$ cat src/rtl/dma_pkg.sv
// Shared AXI encodings, burst geometry and FSM states for the DMA write-side engine.
package dma_pkg;

    localparam logic [1:0] AXI_BURST_INCR = 2'b01;

    localparam logic [1:0] BRESP_OKAY   = 2'b00;
    localparam logic [1:0] BRESP_EXOKAY = 2'b01;
    localparam logic [1:0] BRESP_SLVERR = 2'b10;
    localparam logic [1:0] BRESP_DECERR = 2'b11;

    localparam int BURST_BEATS = 256;

    typedef enum logic {
        ST_IDLE,
        ST_RUN
    } wr_state_e;

    // AWSIZE encoding for a bus of the given width in bits.
    function automatic logic [2:0] axi_size(input int width);
        case (width)
            8:       axi_size = 3'd0;
            16:      axi_size = 3'd1;
            32:      axi_size = 3'd2;
            64:      axi_size = 3'd3;
            128:     axi_size = 3'd4;
            256:     axi_size = 3'd5;
            512:     axi_size = 3'd6;
            1024:    axi_size = 3'd7;
            default: axi_size = 3'd2;
        endcase
    endfunction

endpackage

$ cat src/rtl/send_wr_data.sv
// W-channel beat sequencer: gates the data stream onto W once the matching AW
// has been issued, counts beats within a burst and produces WLAST.
module send_wr_data
    import dma_pkg::*;
(
    input  logic       clk,
    input  logic       rst_n,
    input  logic       clear,
    input  logic       run,
    input  logic [8:0] aw_cnt,
    input  logic [8:0] nb,
    input  logic [7:0] last_len,
    input  logic       s_valid,
    input  logic       wready,
    output logic       wvalid,
    output logic       s_ready,
    output logic       wlast,
    output logic [8:0] w_cnt
);

    logic [7:0] beat_cnt;
    logic [7:0] cur_len;
    logic       w_en;
    logic       w_hs;

    // Only the final burst is short; every earlier burst is a full 256 beats.
    assign w_en    = run && (w_cnt < aw_cnt);
    assign cur_len = (w_cnt == nb - 9'd1) ? last_len : 8'(BURST_BEATS - 1);
    assign wvalid  = s_valid & w_en;
    assign s_ready = wready & w_en;
    assign wlast   = w_en && (beat_cnt == cur_len);
    assign w_hs    = wvalid && wready;

    always_ff @(posedge clk or negedge rst_n) begin
        if (!rst_n) begin
            beat_cnt <= 8'd0;
            w_cnt    <= 9'd0;
        end else if (clear) begin
            beat_cnt <= 8'd0;
            w_cnt    <= 9'd0;
        end else if (w_hs) begin
            if (wlast) begin
                beat_cnt <= 8'd0;
                w_cnt    <= w_cnt + 9'd1;
            end else begin
                beat_cnt <= beat_cnt + 8'd1;
            end
        end
    end

endmodule

$ cat src/rtl/send_wr_cmd_data.sv
// DMA write-side AXI master: splits a transfer into INCR bursts on AW, streams W,
// collects B. Define DMA_WR_BRESP_CHK_EN to flag SLVERR/DECERR responses on err.
module send_wr_cmd_data
    import dma_pkg::*;
#(
    parameter int C_AXI_DATA_WIDTH = 32,
    parameter int MAX_OUTSTANDING  = 4
) (
    input  logic                          clk,
    input  logic                          rst_n,
    input  logic                          start,
    input  logic [C_AXI_DATA_WIDTH-1:0]   dst_addr,
    input  logic [15:0]                   size,
    output logic                          busy,
    output logic                          done,
    output logic                          err,
    input  logic [C_AXI_DATA_WIDTH-1:0]   s_data,
    input  logic                          s_valid,
    output logic                          s_ready,
    output logic [C_AXI_DATA_WIDTH-1:0]   M_AXI_AWADDR,
    output logic [7:0]                    M_AXI_AWLEN,
    output logic [2:0]                    M_AXI_AWSIZE,
    output logic [1:0]                    M_AXI_AWBURST,
    output logic                          M_AXI_AWVALID,
    input  logic                          M_AXI_AWREADY,
    output logic [C_AXI_DATA_WIDTH-1:0]   M_AXI_WDATA,
    output logic [C_AXI_DATA_WIDTH/8-1:0] M_AXI_WSTRB,
    output logic                          M_AXI_WLAST,
    output logic                          M_AXI_WVALID,
    input  logic                          M_AXI_WREADY,
    input  logic [1:0]                    M_AXI_BRESP,
    input  logic                          M_AXI_BVALID,
    output logic                          M_AXI_BREADY
);

    localparam int         W          = C_AXI_DATA_WIDTH;
    localparam int         ADDR_SHIFT = int'(axi_size(W)) + 8;
    localparam logic [8:0] MAX_OUT    = 9'(MAX_OUTSTANDING);

    wr_state_e       state, next_state;
    logic [W-1:0]    dst_r;
    logic [15:0]     size_r;
    logic [8:0]      aw_cnt, b_cnt, w_cnt, nb;
    logic            run, accept, aw_valid, aw_hs, b_hs, last_b;

    assign nb     = {1'b0, size_r[15:8]} + 9'd1;
    assign run    = (state == ST_RUN);
    assign accept = start && (state == ST_IDLE);
    assign busy   = run;

    // AWVALID only drops on its own handshake: b_cnt can only shrink the outstanding count.
    assign aw_valid = run && (aw_cnt < nb) && ((aw_cnt - b_cnt) < MAX_OUT);
    assign aw_hs    = aw_valid && M_AXI_AWREADY;
    assign b_hs     = run && M_AXI_BVALID;
    assign last_b   = b_hs && ((b_cnt + 9'd1) == nb);

    always_ff @(posedge clk or negedge rst_n) begin
        if (!rst_n) state <= ST_IDLE;
        else        state <= next_state;
    end

    always_comb begin
        next_state = state;
        done       = 1'b0;
        case (state)
            ST_IDLE: if (start) next_state = ST_RUN;
            ST_RUN: begin
                if (last_b) begin
                    next_state = ST_IDLE;
                    done       = 1'b1;
                end
            end
            default: next_state = ST_IDLE;
        endcase
    end

    always_ff @(posedge clk or negedge rst_n) begin
        if (!rst_n) begin
            dst_r  <= '0;
            size_r <= 16'd0;
            aw_cnt <= 9'd0;
            b_cnt  <= 9'd0;
        end else if (accept) begin
            dst_r  <= dst_addr;
            size_r <= size;
            aw_cnt <= 9'd0;
            b_cnt  <= 9'd0;
        end else begin
            if (aw_hs) aw_cnt <= aw_cnt + 9'd1;
            if (b_hs)  b_cnt  <= b_cnt + 9'd1;
        end
    end

    assign M_AXI_AWVALID = aw_valid;
    assign M_AXI_AWADDR  = aw_valid ? dst_r + (W'(aw_cnt) << ADDR_SHIFT) : '0;
    assign M_AXI_AWLEN   = aw_valid ? ((aw_cnt == nb - 9'd1) ? size_r[7:0] : 8'hFF) : 8'h00;
    assign M_AXI_AWSIZE  = run ? axi_size(W) : 3'd0;
    assign M_AXI_AWBURST = run ? AXI_BURST_INCR : 2'b00;
    assign M_AXI_WDATA   = run ? s_data : '0;
    assign M_AXI_WSTRB   = {(W/8){run}};
    assign M_AXI_BREADY  = run;

    send_wr_data u_wr_data (
        .clk      (clk),
        .rst_n    (rst_n),
        .clear    (accept),
        .run      (run),
        .aw_cnt   (aw_cnt),
        .nb       (nb),
        .last_len (size_r[7:0]),
        .s_valid  (s_valid),
        .wready   (M_AXI_WREADY),
        .wvalid   (M_AXI_WVALID),
        .s_ready  (s_ready),
        .wlast    (M_AXI_WLAST),
        .w_cnt    (w_cnt)
    );

`ifdef DMA_WR_BRESP_CHK_EN
    logic err_r;

    always_ff @(posedge clk or negedge rst_n) begin
        if (!rst_n)
            err_r <= 1'b0;
        else if (accept)
            err_r <= 1'b0;
        else if (b_hs && (M_AXI_BRESP == BRESP_SLVERR || M_AXI_BRESP == BRESP_DECERR))
            err_r <= 1'b1;
    end

    assign err = err_r;
`else
    logic unused_bresp;
    assign unused_bresp = ^M_AXI_BRESP;
    assign err          = 1'b0;
`endif

endmodule
$ cat config.mk
export PLATFORM = sky130hd
export DESIGN_NAME = send_wr_cmd_data
export DESIGN_NICKNAME = d
export VERILOG_FILES = /design/src/rtl/dma_pkg.sv /design/src/rtl/send_wr_data.sv /design/src/rtl/send_wr_cmd_data.sv
export SDC_FILE = /design/constraint.sdc
export NUM_CORES = 1
export LEC_CHECK = 0
export CAP_MARGIN = 20
export CORE_MARGIN = 5
export CORE_UTILIZATION = 48
export DETAILED_ROUTE_END_ITERATION = 6
export PLACE_DENSITY = 0.79
export SYNTH_ARGS = -nofsm -noshare
export SYNTH_HDL_FRONTEND = slang
export SYNTH_HIERARCHICAL = 1
export SYNTH_SLANG_ARGS = --single-unit
$ cat constraint.sdc
create_clock -name clk -period 13.77 [get_ports clk]
set_input_delay 2.754 -clock clk [delete_from_list [all_inputs] [get_ports clk]]
set_output_delay 2.754 -clock clk [all_outputs]
set_load 0.02 [all_outputs]
=== Yosys cells after proc, flatten, opt, wreduce, memory -nomap -nowiden ===
Cells that the tools add are included.

* ROM bits: 0
* Input bits: 89
* Register bits: 84
* RAM bits: 0
* Memories kept: 0
* Bits in latches: 0

* Muxes and demuxes: 22
* Equality and inequality tests: 4
* Reduce and logical (&&, ||, !) cells: 14
* Bitwise logic cells: 3
* Shifts and indexed selects: 0
* Multiply operators: 0
* $lt $le $gt $ge: 3
* Add/subtract/negate cells: 8
* Div/mod/pow operators: 0

{| class="wikitable"
|+ Operators with widths
! kind !! count
|-
| $mux 32 || 2
|-
| $mux 9 || 7
|-
| $mux 8 || 6
|-
| $add 32x19->32 || 1
|-
| $add 9x1->9 const B || 3
|-
| $eq 9x9->1 || 3
|-
| $lt 9x9->1 || 2
|-
| $add 8x1->9 const B || 1
|-
| $logic_and 1x1->1 || 9
|-
| $lt 9x3->1 const B || 1
|-
| $sub 9x1->9 const B || 1
|-
| $sub 9x9->9 || 1
|-
| $add 8x1->8 const B || 1
|-
| $eq 8x8->1 || 1
|-
| $reduce_bool 2->1 || 4
|-
| $mux 1 || 5
|-
| $and 1x1->1 || 2
|-
| $mux 2 || 1
|-
| $pmux 1 s2 || 1
|-
| $reduce_and 2->1 || 1
|-
| $not 1->1 || 1
|}

=== Longest topological paths before layout ===
Gate-level depths: netlist of run 1.

* Word-level depth: 9
* Depth in mapped cells: 16

=== Cells and area by module ===
The synthesis of run 1 kept the hierarchy.

{| class="wikitable"
|+ Modules (own cells, without submodules)
! module !! seq. area each (sq um) !! instances !! area each (sq um) !! cells each
|-
| send_wr_cmd_data || 1676.6 || 1 || 5017.3 || 646
|-
| send_wr_data || 425.4 || 1 || 1727.9 || 215
|}

=== Worst setup path after synthesis of run 1 ===
No wires, ideal clock.

* Kind: input -> output
* Start: in M_AXI_BVALID
* End: out done
* Arrival time: 3.965 ns
* Slack: 7.051 ns
* Buffers on the path: 0
* Stages: 4
* Cell sequence: nand2_1 > nor4_1 > nand3_1 > a2111oi_1

* Word-level cells in the longest chain between the ends: 4

{| class="wikitable"
|+ Ends and longest elaborated chain
! what !! line !! text
|-
| start, declared || send_wr_cmd_data.sv:32 || <nowiki>input logic M_AXI_BVALID,</nowiki>
|-
| $logic_and 1x1->1 || send_wr_cmd_data.sv:54 || <nowiki>assign b_hs = run && M_AXI_BVALID;</nowiki>
|-
| $logic_and 1x1->1 || send_wr_cmd_data.sv:55 || <nowiki>assign last_b = b_hs && ((b_cnt + 9'd1) == nb);</nowiki>
|-
| $mux 1 || send_wr_cmd_data.sv:68 || <nowiki>if (last_b) begin</nowiki>
|-
| $mux 1 || send_wr_cmd_data.sv:65 || <nowiki>case (state)</nowiki>
|-
| end, declared || send_wr_cmd_data.sv:15 || <nowiki>output logic done,</nowiki>
|}

Every way passes these cells.

=== Worst setup path after layout of run 1 ===
Ends and elaborated chain as after synthesis.

==> summary.txt, run 1 <==
Status = completed
Hold WC Path Type = flip-flop to flip-flop
Sequential-to-total area share from yosys stat = 0.3116
Fin crit period = 8138 ps
Clock Latency Late Sink = 350 ps
Post-CTS Setup Repair Bufs = 0
WHS = 468.4 ps
Net count, final = 1,129
Area contributors post-synth = dfrtp_1 31%, nand2_1 9.2%, ha_1 7.0%, and2_1 4.8%, xor2_1 4.8%
CTS resizes = 0
Layout cells sized above 1 = 0.03579
Clk network pwr share = 0.181
Combinational share of power = 0.518
Synth Cell Area = 0.006745 mm2
Skew final = 5.803 ps
CP arrival = 5380 ps
Num CTS Buffers = 9
Total GRT Usage = 0.2221
Routed vias = 6,606
Die Y-Extent = 128.5 um
Yosys cell types = 68
Reg2reg setup slack = 8800 ps
Layout Utilization = 0.6368
Post-synth top area share = 0.3116
Ys flop type = dfrtp_1
Placed cell area = 0.008478 mm2
RD Place Congestion = 0.8390
Max H-tree Level = 3
Starting Density = 0.4878
Post-DR wirelength/cell = 15.67 um
Residual DRC = 0
Hpwl dp = 13,410 um
Total gr overflow = 0
Net Switching = 652.5 uW
Reg power frac = 0.302
Layout area overhead = 30.53%
Antenna diodes = 0
Syn avg cell area = 7.834 um2
Largest net degree at the start of global routing = 79
IR drop worst, VDD = 99.19 uV
Fin. Hold Viols = 0
Post-route setup TNS = 0 ps
Worst setup SP type = primary input
Post-route ant nets = 0
First-pass GRT wire length = 30,200 um
Largest area contributor in the netlist = dfrtp_1
Kind of end point of the critical path = output pin
Post-CTS Hold Buffers = 0
Die width = 128.5 um
Initial antenna violation count = 0
Sw Share = 0.4413
Pre-CTS setup slack = 5645 ps
Fin crit share = 0.5910
CTS max path bufs = 2
CTS sink cnt = 84
Max frequency = 0.1229 GHz
Data required, critical path = 11,020 ps
Synth Instances = 861
Leakage power = 0.003879 uW
Final instance area = 0.008805 mm2
Pwr Density = 167.9 mW/mm2
Max_cap viols = 0
Vias/cell = 5.570
Synth warn = 6
Final setup viols = 0
Root buffer cell = clkbuf_16
Initial detailed-routing violation count = 431
Post-synth EDFFs = 0
Die Area = 0.01652 mm2
Final WS setup = 5632 ps
CTS clk-pin slew, worst paths = 60 ps
Vias in the first global route = 6,216
CP max FO = 11
Slew @ Worst Pin = 892.1 ps
Number of port buffers = 171
Core Area = 0.01383 mm2
Pins Over Slew Limit = 0
Relative slew slack = 0.4002
First-pass DRT Iterations = 4
CTS tree = built
Row count = 43
I/O Pins = 178
Critical path class = primary input to output pin
RSZ-0062 raised after global routing = false
DRT Wirelength = 18,590 um
Int Pwr = 826.1 uW
FFs w/ async S/R, synth = 1.000
FF+latch count, synth = 84
==> per-stage QoR <==
stage                     total power [uW]  instances
final                                 1479       1186
after global routing                  1597       1186
after CTS                             1477       1186
after detailed placement              1204       1170
after global placement                1187       1170
after floorplan                      980.4        864
==> cell type report <==
| cell class | instances | area [um2] |
|---|---|---|
| fillers | 1192 | 5022 |
| multi-input cells | 680 | 4217 |
| flip-flops and latches | 84 | 2102 |
| repair buffers | 176 | 1747 |
| clock buffers | 10 | 239.0 |
| well taps | 180 | 225.2 |
| inverters | 50 | 187.7 |
| clock inverters | 6 | 87.58 |
==> final timing paths <==
| path | start | to | cells past startpoint |
|---|---|---|---|
| worst max register to register | size_r[8] | u_wr_data/w_cnt[4] | 14 |
| worst min-delay path | dst_r[7] | dst_r[7] | 2 |
| worst min register to register | dst_r[7] | dst_r[7] | 2 |
| min in group asynchronous | rst_n | u_wr_data/beat_cnt[6] | 1 |
| worst max-delay path | M_AXI_BVALID | done | 6 |
| max in group asynchronous | rst_n | dst_r[27] | 2 |
==> registers in the layout, summed over array words and instances, names as in the netlist <==
register / flops
M_AXI_BREADY: 1
u_wr_data/w_cnt: 9
dst_r: 32
b_cnt: 9
u_wr_data/beat_cnt: 8
aw_cnt: 9
size_r: 16
==> cell usage after synthesis, types with 17 or more instances <==
cell type,number
inv_1,50
a21oi_1,50
xnor2_1,26
nor2_1,44
ha_1,38
nand2_1,166
xor2_1,37
nand3_1,37
and2_1,52
o21ai_0,35
or3_1,17
clkbuf_1,30
dfrtp_1,84
==> worst max-delay path: stages <==
cell and delay (ps):
clkdlybuf4s50_1 610, nand2_1 270, nor4_1 310, nand3_1 140, a2111oi_1 540, clkdlybuf4s50_1 750
==> kinds of logic after synthesis <==
logic type / after synthesis / share of synthesized area
other cells: 1 / 0.0005559
compound gates: 172 / 0.1671
mux: 2 / 0.002968
buf+inv: 100 / 0.06492
fa+ha+maj: 39 / 0.07346
flops: 84 / 0.3116
xor+xnor: 63 / 0.08180
simple gates: 400 / 0.2975
==> placed cells by master (no fill, tap or decap), types with 37 or more instances in the layout <==
cell               n
xor2_1            37
inv_1             49
ha_1              38
nor2_1            44
nand3_1           37
nand2_1          166
clkdlybuf4s50_1  170
a21oi_1           50
dfrtp_1           84
and2_1            52
==> per-layer routing <==
metal,GRT usage,vias to the layer above,share of wire
met1,0.2858,3061,0.44
met5,0,-,0
li1,-,3264,-
met2,0.3610,251,0.45
met3,0.06185,30,0.094
met4,0.07597,0,0.021
==> power by group through the flow <==
stage               Sequential (uW)  Combinational [uW]  Clock, uW
finish                          446                 765        267
global route                    460                 856        281
CTS                             444                 763        271
detailed placement              446                 758          0
global placement                444                 744          0
floorplan                       404                 576          0
Power figures use the tool's default switching activity.
==> run 2: changes to the inputs <==
==> constraint.sdc (replaced) <==
create_clock -name clk -period 7.9 [get_ports clk]
set_input_delay 1.58 -clock clk [delete_from_list [all_inputs] [get_ports clk]]
set_output_delay 1.58 -clock clk [all_outputs]
set_load 0.02 [all_outputs]
==> summary.txt, run 2 (synthesized netlist as in run 1, its figures left out) <==
Status = completed (unchanged)
First-pass GRT wire length = 30,640 um (was 30,200 um)
Commonest non-fill, non-tap cells in the layout = 170 x clkdlybuf4s50_1, 166 x nand2_1, 84 x dfrtp_1, 52 x and2_1, 50 x a21oi_1 (unchanged)
Data required, critical path = 6320 ps (was 11,020 ps)
Total gr overflow = 0 (unchanged)
Num CTS Buffers = 9 (unchanged)
Max reg flops = 32 (unchanged)
Die Area = 0.01652 mm2 (unchanged)
Core Area = 0.01383 mm2 (unchanged)
Number of port buffers = 171 (unchanged)
Post-CTS Hold Buffers = 0 (unchanged)
Fin. Hold Viols = 0 (unchanged)
Met3 WL = 1680 um (was 1745 um)
Sw Share = 0.4337 (was 0.4413)
CP arrival = 5180 ps (was 5380 ps)
Row count = 43 (unchanged)
CTS tree = built (unchanged)
CTS clk-pin slew, worst paths = 60 ps (about the same)
CTS resizes = 0 (unchanged)
Max_cap viols = 0 (unchanged)
Placed cell area = 0.008486 mm2 (was 0.008478 mm2)
Critical path class = flip-flop to output pin (was primary input to output pin)
I/O Pins = 178 (unchanged)
Hold WC Path Type = flip-flop to flip-flop (unchanged)
Combinational share of power = 0.514 (was 0.518)
Slew @ Worst Pin = 878.2 ps (was 892.1 ps)
Die width = 128.5 um (unchanged)
RSZ-0062 raised after global routing = false (unchanged)
Reg power frac = 0.299 (was 0.302)
Fin crit share = 0.8556
Initial detailed-routing violation count = 348 (was 431)
Hpwl dp = 13,560 um (was 13,410 um)
Kind of end point of the critical path = output pin (unchanged)
Pwr Density = 293.0 mW/mm2 (was 167.9 mW/mm2)
Max frequency = 0.1479 GHz
Total GRT Usage = 0.2263 (was 0.2221)
Max H-tree Level = 3 (unchanged)
Most common cell after layout, fill and taps aside = clkdlybuf4s50_1 (unchanged)
Post-route ant nets = 0 (unchanged)
CP max FO = 20 (was 11)
Largest stage delay, worst path = 630 ps (was 750 ps)
Largest net degree at the start of global routing = 79 (unchanged)
CTS sink cnt = 84 (unchanged)
Vias in the first global route = 6,225 (was 6,216)
DRT Wirelength = 18,570 um (was 18,590 um)
Layout area overhead = 30.72% (was 30.53%)
Post-DR wirelength/cell = 15.66 um (was 15.67 um)
Reg2reg setup slack = 3080 ps (was 8800 ps)
Relative slew slack = 0.4095 (was 0.4002)
Initial antenna violation count = 0 (unchanged)
Worst setup SP type = flip-flop (was primary input)
CTS max path bufs = 2 (unchanged)
Post-CTS Setup Repair Bufs = 0 (unchanged)
Final setup viols = 0 (unchanged)
Net count, final = 1,130 (was 1,129)
Residual DRC = 0 (unchanged)
Antenna diodes = 0 (unchanged)
Root buffer cell = clkbuf_16 (unchanged)
Clock Latency Late Sink = 350 ps (about the same)
First-pass DRT Iterations = 5 (was 4)
Pins Over Slew Limit = 0 (unchanged)
Slowest cell on the critical path = clkdlybuf4s50_1 (unchanged)
Worst-path cell chain = ha_1 > nand3_1 > nor3_1 > nor2_1 > inv_1 > xor2_1 > nand4_1 > a211oi_1 > o32ai_2 > or2_1 > o311ai_1 > nand4b_4 > nor2_1 > clkdlybuf4s50_1 (was clkdlybuf4s50_1 > nand2_1 > nor4_1 > nand3_1 > a2111oi_1 > clkdlybuf4s50_1)
Most used cell, CP = nor2_1 (was clkdlybuf4s50_1)
Starting Density = 0.4878 (unchanged)
Biggest register = dst_r (unchanged)
WL met1 = 7921 um (was 8118 um)
Max Used Layer = met4 (unchanged)
Clk network pwr share = 0.186 (was 0.181)
FILL cells = 1,185 (was 1,192)
RD Place Congestion = 0.8691 (was 0.8390)
Met2 routed WL = 8568 um (was 8336 um)
Layout cells sized above 1 = 0.03380 (was 0.03579)
Vias/cell = 5.580 (was 5.570)
Net Switching = 1120 uW (was 652.5 uW)
Fin crit period = 6760 ps
Leakage power = 0.003880 uW (was 0.003879 uW)
Routed vias = 6,618 (was 6,606)
Post-route setup TNS = 0 ps (unchanged)
Die Y-Extent = 128.5 um (unchanged)
IR drop worst, VDD = 150.0 uV (was 99.19 uV)
Final instance area = 0.008817 mm2 (was 0.008805 mm2)
Int Pwr = 1463 uW (was 826.1 uW)
Largest regs = dst_r x32, size_r x16 (unchanged)
Skew final = 8.030 ps (was 5.803 ps)
[run 2: changes by cell type in the layout (fill, tap and decap cells not counted), sizes merged]
cell	delta
bufinv	+1
clkinv	-3
buf	+1
clkbuf	+1
[run 2: cell type report]
cell class / count / area [um2] / area share
Timing Repair Buffer: 177 / 1754 / 0.1989
Inverter: 50 / 187.7 / 0.02129
Clock buffer: 11 / 232.7 / 0.02639
Sequential cell: 84 / 2102 / 0.2384
Multi-Input combinational cell: 680 / 4217 / 0.4782
Tap cell: 180 / 225.2 / 0.02554
Clock inverter: 4 / 98.84 / 0.01121
[run 2: path summary, 6_finish.rpt]
check,start,end,cells after the start
worst min register to register,dst_r[2],dst_r[2],2
min in group asynchronous,rst_n,u_wr_data/beat_cnt[6],1
worst max-delay path,size_r[8],M_AXI_WLAST,14
max in group asynchronous,rst_n,dst_r[23],2
worst max register to register,size_r[8],u_wr_data/w_cnt[7],14
worst min-delay path,dst_r[2],dst_r[2],2
[run 2: power groups by stage]
| stage | Combinational [uW] | Sequential (uW) | Clock (uW) |
|---|---|---|---|
| 2_1_floorplan | 1000 | 704 | 0 |
| 3_3_place_gp | 1300 | 772 | 0 |
| 3_5_place_dp | 1320 | 776 | 0 |
| 4_1_cts | 1330 | 770 | 485 |
| 5_1_grt | 1480 | 800 | 506 |
| 6_report | 1330 | 773 | 482 |
[run 2: layer usage]
metal	GRT usage	vias up
met5	0	-
met4	0.08338	0
met3	0.05479	30
met2	0.3592	252
met1	0.3012	3076
li1	-	3260
[run 2: metrics by stage]
stage	power, uW	util	worst slack [ps]	std cells	hold WS, ps
detailed placement	2096	0.6137	1536	1171	454.2
global route	2785	0.6377	748.8	1186	495.2
finish	2583	0.6377	1140	1186	462.3
global placement	2068	0.6137	1622	1171	450.7
CTS	2588	0.6377	1146	1186	469.5
floorplan	1709	-	2420	864	437.4
[run 2: worst max-delay path: cells and delay by family (launching register included)]
family                   cells  cell delay [ps]
AND/OR/NAND/NOR              7             1880
buffers and inverters        2              940
AO/OA/AOI/OAI                3              900
flip-flops                   1              540
adder cells (fa/ha/maj)      1              350
XOR/XNOR                     1              230
==> run 3: changes to the inputs <==
--- a/config.mk
+++ b/config.mk
@@ -10,6 +10,7 @@
 export CORE_UTILIZATION = 48
 export DETAILED_ROUTE_END_ITERATION = 6
 export PLACE_DENSITY = 0.79
+export SETUP_SLACK_MARGIN = 0.3
 export SYNTH_ARGS = -nofsm -noshare
 export SYNTH_HDL_FRONTEND = slang
 export SYNTH_HIERARCHICAL = 1
==> constraint.sdc (replaced) <==
create_clock -name clk -period 8.4 [get_ports clk]
set_input_delay 1.68 -clock clk [delete_from_list [all_inputs] [get_ports clk]]
set_output_delay 1.68 -clock clk [all_outputs]
set_load 0.02 [all_outputs]
==> summary.txt, run 3 (synthesized netlist as in run 1, its figures left out) <==
Status = completed (unchanged)
Total gr overflow = 0 (unchanged)
Starting Density = 0.4878 (unchanged)
Kind of end point of the critical path = output pin (unchanged)
Worst Setup SP = size_r[8] (unchanged)
Post-CTS Hold Buffers = 0 (unchanged)
Area occupied by multi-input gates = 0.004217 mm2 (unchanged)
Fin. Hold Viols = 0 (unchanged)
Worst Hold End = dst_r[2] (unchanged)
Largest net degree at the start of global routing = 79 (unchanged)
CTS sink cnt = 84 (unchanged)
Skew final = 7.149 ps (was 8.030 ps)
Sequential Area = 0.002102 mm2 (unchanged)
CP arrival = 5190 ps (was 5180 ps)
Hold Crit Start = dst_r[2] (unchanged)
Num CTS Buffers = 9 (unchanged)
IR drop worst, VDD = 162.3 uV (was 150.0 uV)
Worst setup SP type = flip-flop (unchanged)
Slew @ Worst Pin = 895.3 ps (was 878.2 ps)
Largest regs = dst_r x32, size_r x16 (unchanged)
Final setup viols = 0 (unchanged)
Largest stage delay, worst path = 620 ps (was 630 ps)
Die width = 128.5 um (unchanged)
FILL cells = 1,196 (was 1,185)
Routed vias = 6,589 (was 6,618)
Max H-tree Level = 3 (unchanged)
First-pass DRT Iterations = 5 (unchanged)
First-pass GRT wire length = 29,970 um (was 30,640 um)
Data required, critical path = 6720 ps (was 6320 ps)
Reg2reg setup slack = 3550 ps (was 3080 ps)
Die Area = 0.01652 mm2 (unchanged)
Hold WC Path Type = flip-flop to flip-flop (unchanged)
R2R Path Start = size_r[8] (unchanged)
Pwr Density = 271.1 mW/mm2 (was 293.0 mW/mm2)
Die Y-Extent = 128.5 um (unchanged)
CTS max path bufs = 2 (unchanged)
Row count = 43 (unchanged)
DRT Wirelength = 18,490 um (was 18,570 um)
Antenna diodes = 0 (unchanged)
Max frequency = 0.1455 GHz
Max reg flops = 32 (unchanged)
Critical path class = flip-flop to output pin (unchanged)
Max_cap viols = 0 (unchanged)
Fin crit share = 0.8182
Most used cell, CP = nor2_1 (unchanged)
Number of port buffers = 171 (unchanged)
Residual DRC = 0 (unchanged)
Post-CTS Setup Repair Bufs = 0 (unchanged)
CP max FO = 20 (unchanged)
Reg2Reg Depth = 14 (unchanged)
Core Area = 0.01383 mm2 (unchanged)
Layout cells sized above 1 = 0.03575 (was 0.03380)
Post-DR wirelength/cell = 15.57 um (was 15.66 um)
Worst-path cell chain = ha_1 > nand3_1 > o21a_1 > nor2_1 > inv_1 > or4_4 > o2111a_1 > a211o_1 > o32ai_2 > o311ai_0 > a32o_1 > nand4b_4 > nor2_1 > clkdlybuf4s50_1 (was ha_1 > nand3_1 > nor3_1 > nor2_1 > inv_1 > xor2_1 > nand4_1 > a211oi_1 > o32ai_2 > or2_1 > o311ai_1 > nand4b_4 > nor2_1 > clkdlybuf4s50_1)
Biggest register = dst_r (unchanged)
Vias in the first global route = 6,058 (was 6,225)
Placed cell area = 0.008486 mm2 (unchanged)
Final instance area = 0.008790 mm2 (was 0.008817 mm2)
Layout area overhead = 30.31% (was 30.72%)
Slowest cell on the critical path = clkdlybuf4s50_1 (unchanged)
Initial detailed-routing violation count = 350 (was 348)
Initial antenna violation count = 0 (unchanged)
Total GRT Usage = 0.2213 (was 0.2263)
CTS resizes = 0 (unchanged)
Clock Latency Late Sink = 350 ps (about the same)
CTS tree = built (unchanged)
Hpwl dp = 13,580 um (was 13,560 um)
Pins Over Slew Limit = 0 (unchanged)
Fin crit period = 6873 ps
Post-route ant nets = 0 (unchanged)
I/O Pins = 178 (unchanged)
Relative slew slack = 0.3981 (was 0.4095)
RSZ-0062 raised after global routing = false (unchanged)
Commonest non-fill, non-tap cells in the layout = 170 x clkdlybuf4s50_1, 166 x nand2_1, 84 x dfrtp_1, 52 x and2_1, 50 x a21oi_1 (unchanged)
Root buffer cell = clkbuf_16 (unchanged)
CTS clk-pin slew, worst paths = 60 ps (about the same)
Reg2reg end = u_wr_data/w_cnt[4] (was u_wr_data/w_cnt[7])
Most common cell after layout, fill and taps aside = clkdlybuf4s50_1 (unchanged)
Post-route setup TNS = 0 ps (unchanged)
Hold path depth = 2 (unchanged)
Vias/cell = 5.551 (was 5.580)
Leakage power = 0.003859 uW (was 0.003880 uW)
RD Place Congestion = 0.8537 (was 0.8691)
Net count, final = 1,130 (unchanged)
## run 3: cell types whose count changed in the layout (fill, tap and decap cells not counted), sizes merged
cell      delta
bufinv       -2
clkinvlp     +3
## run 3: metrics by stage
step / setup WS, ps / util / cells / hold WS [ps] / power, uW
final: 1527 / 0.6357 / 1187 / 467.5 / 2383
after global routing: 1182 / 0.6357 / 1187 / 498.3 / 2573
after CTS: 1548 / 0.6357 / 1187 / 469.4 / 2391
after detailed placement: 1932 / 0.6137 / 1171 / 454.1 / 1975
after global placement: 2033 / 0.6137 / 1171 / 450.0 / 1946
after floorplan: 2820 / - / 864 / 437.4 / 1607
## run 3: per-layer routing
metal,share of wire,vias to the layer above,track usage
li1,-,3262,-
met1,0.43,3076,0.2900
met5,0,-,0
met3,0.094,23,0.05355
met2,0.46,228,0.3573
met4,0.019,0,0.08030
## run 3: worst max path at each step
stage / to
global route: M_AXI_WLAST
floorplan: M_AXI_WLAST
finish: M_AXI_WLAST
CTS: M_AXI_WLAST
detailed placement: M_AXI_WLAST
global placement: M_AXI_WLAST
## run 3: area by class of cell
cell class	count	area share
Clock inverter	5	0.006975
Multi-Input combinational cell	680	0.4797
Clock buffer	11	0.02762
Sequential cell	84	0.2391
Inverter	50	0.02135
Timing Repair Buffer	177	0.1996
Tap cell	180	0.02562
## run 3: power breakdown
group / switching (uW) / total [uW] / internal [uW]
sequential: 179 / 726 / 546
combinational: 711 / 1250 / 540
clock: 167 / 406 / 239
total: 1060 / 2380 / 1330
## run 3: critical path, delay by kind of cell, from the launching register on
kind	cells	cell delay, ps
DFF	1	520
buffers and inverters	2	870
adders and majority gates	1	350
AOI/OAI and AO/OA	6	1580
and+or+nand+nor	5	1510
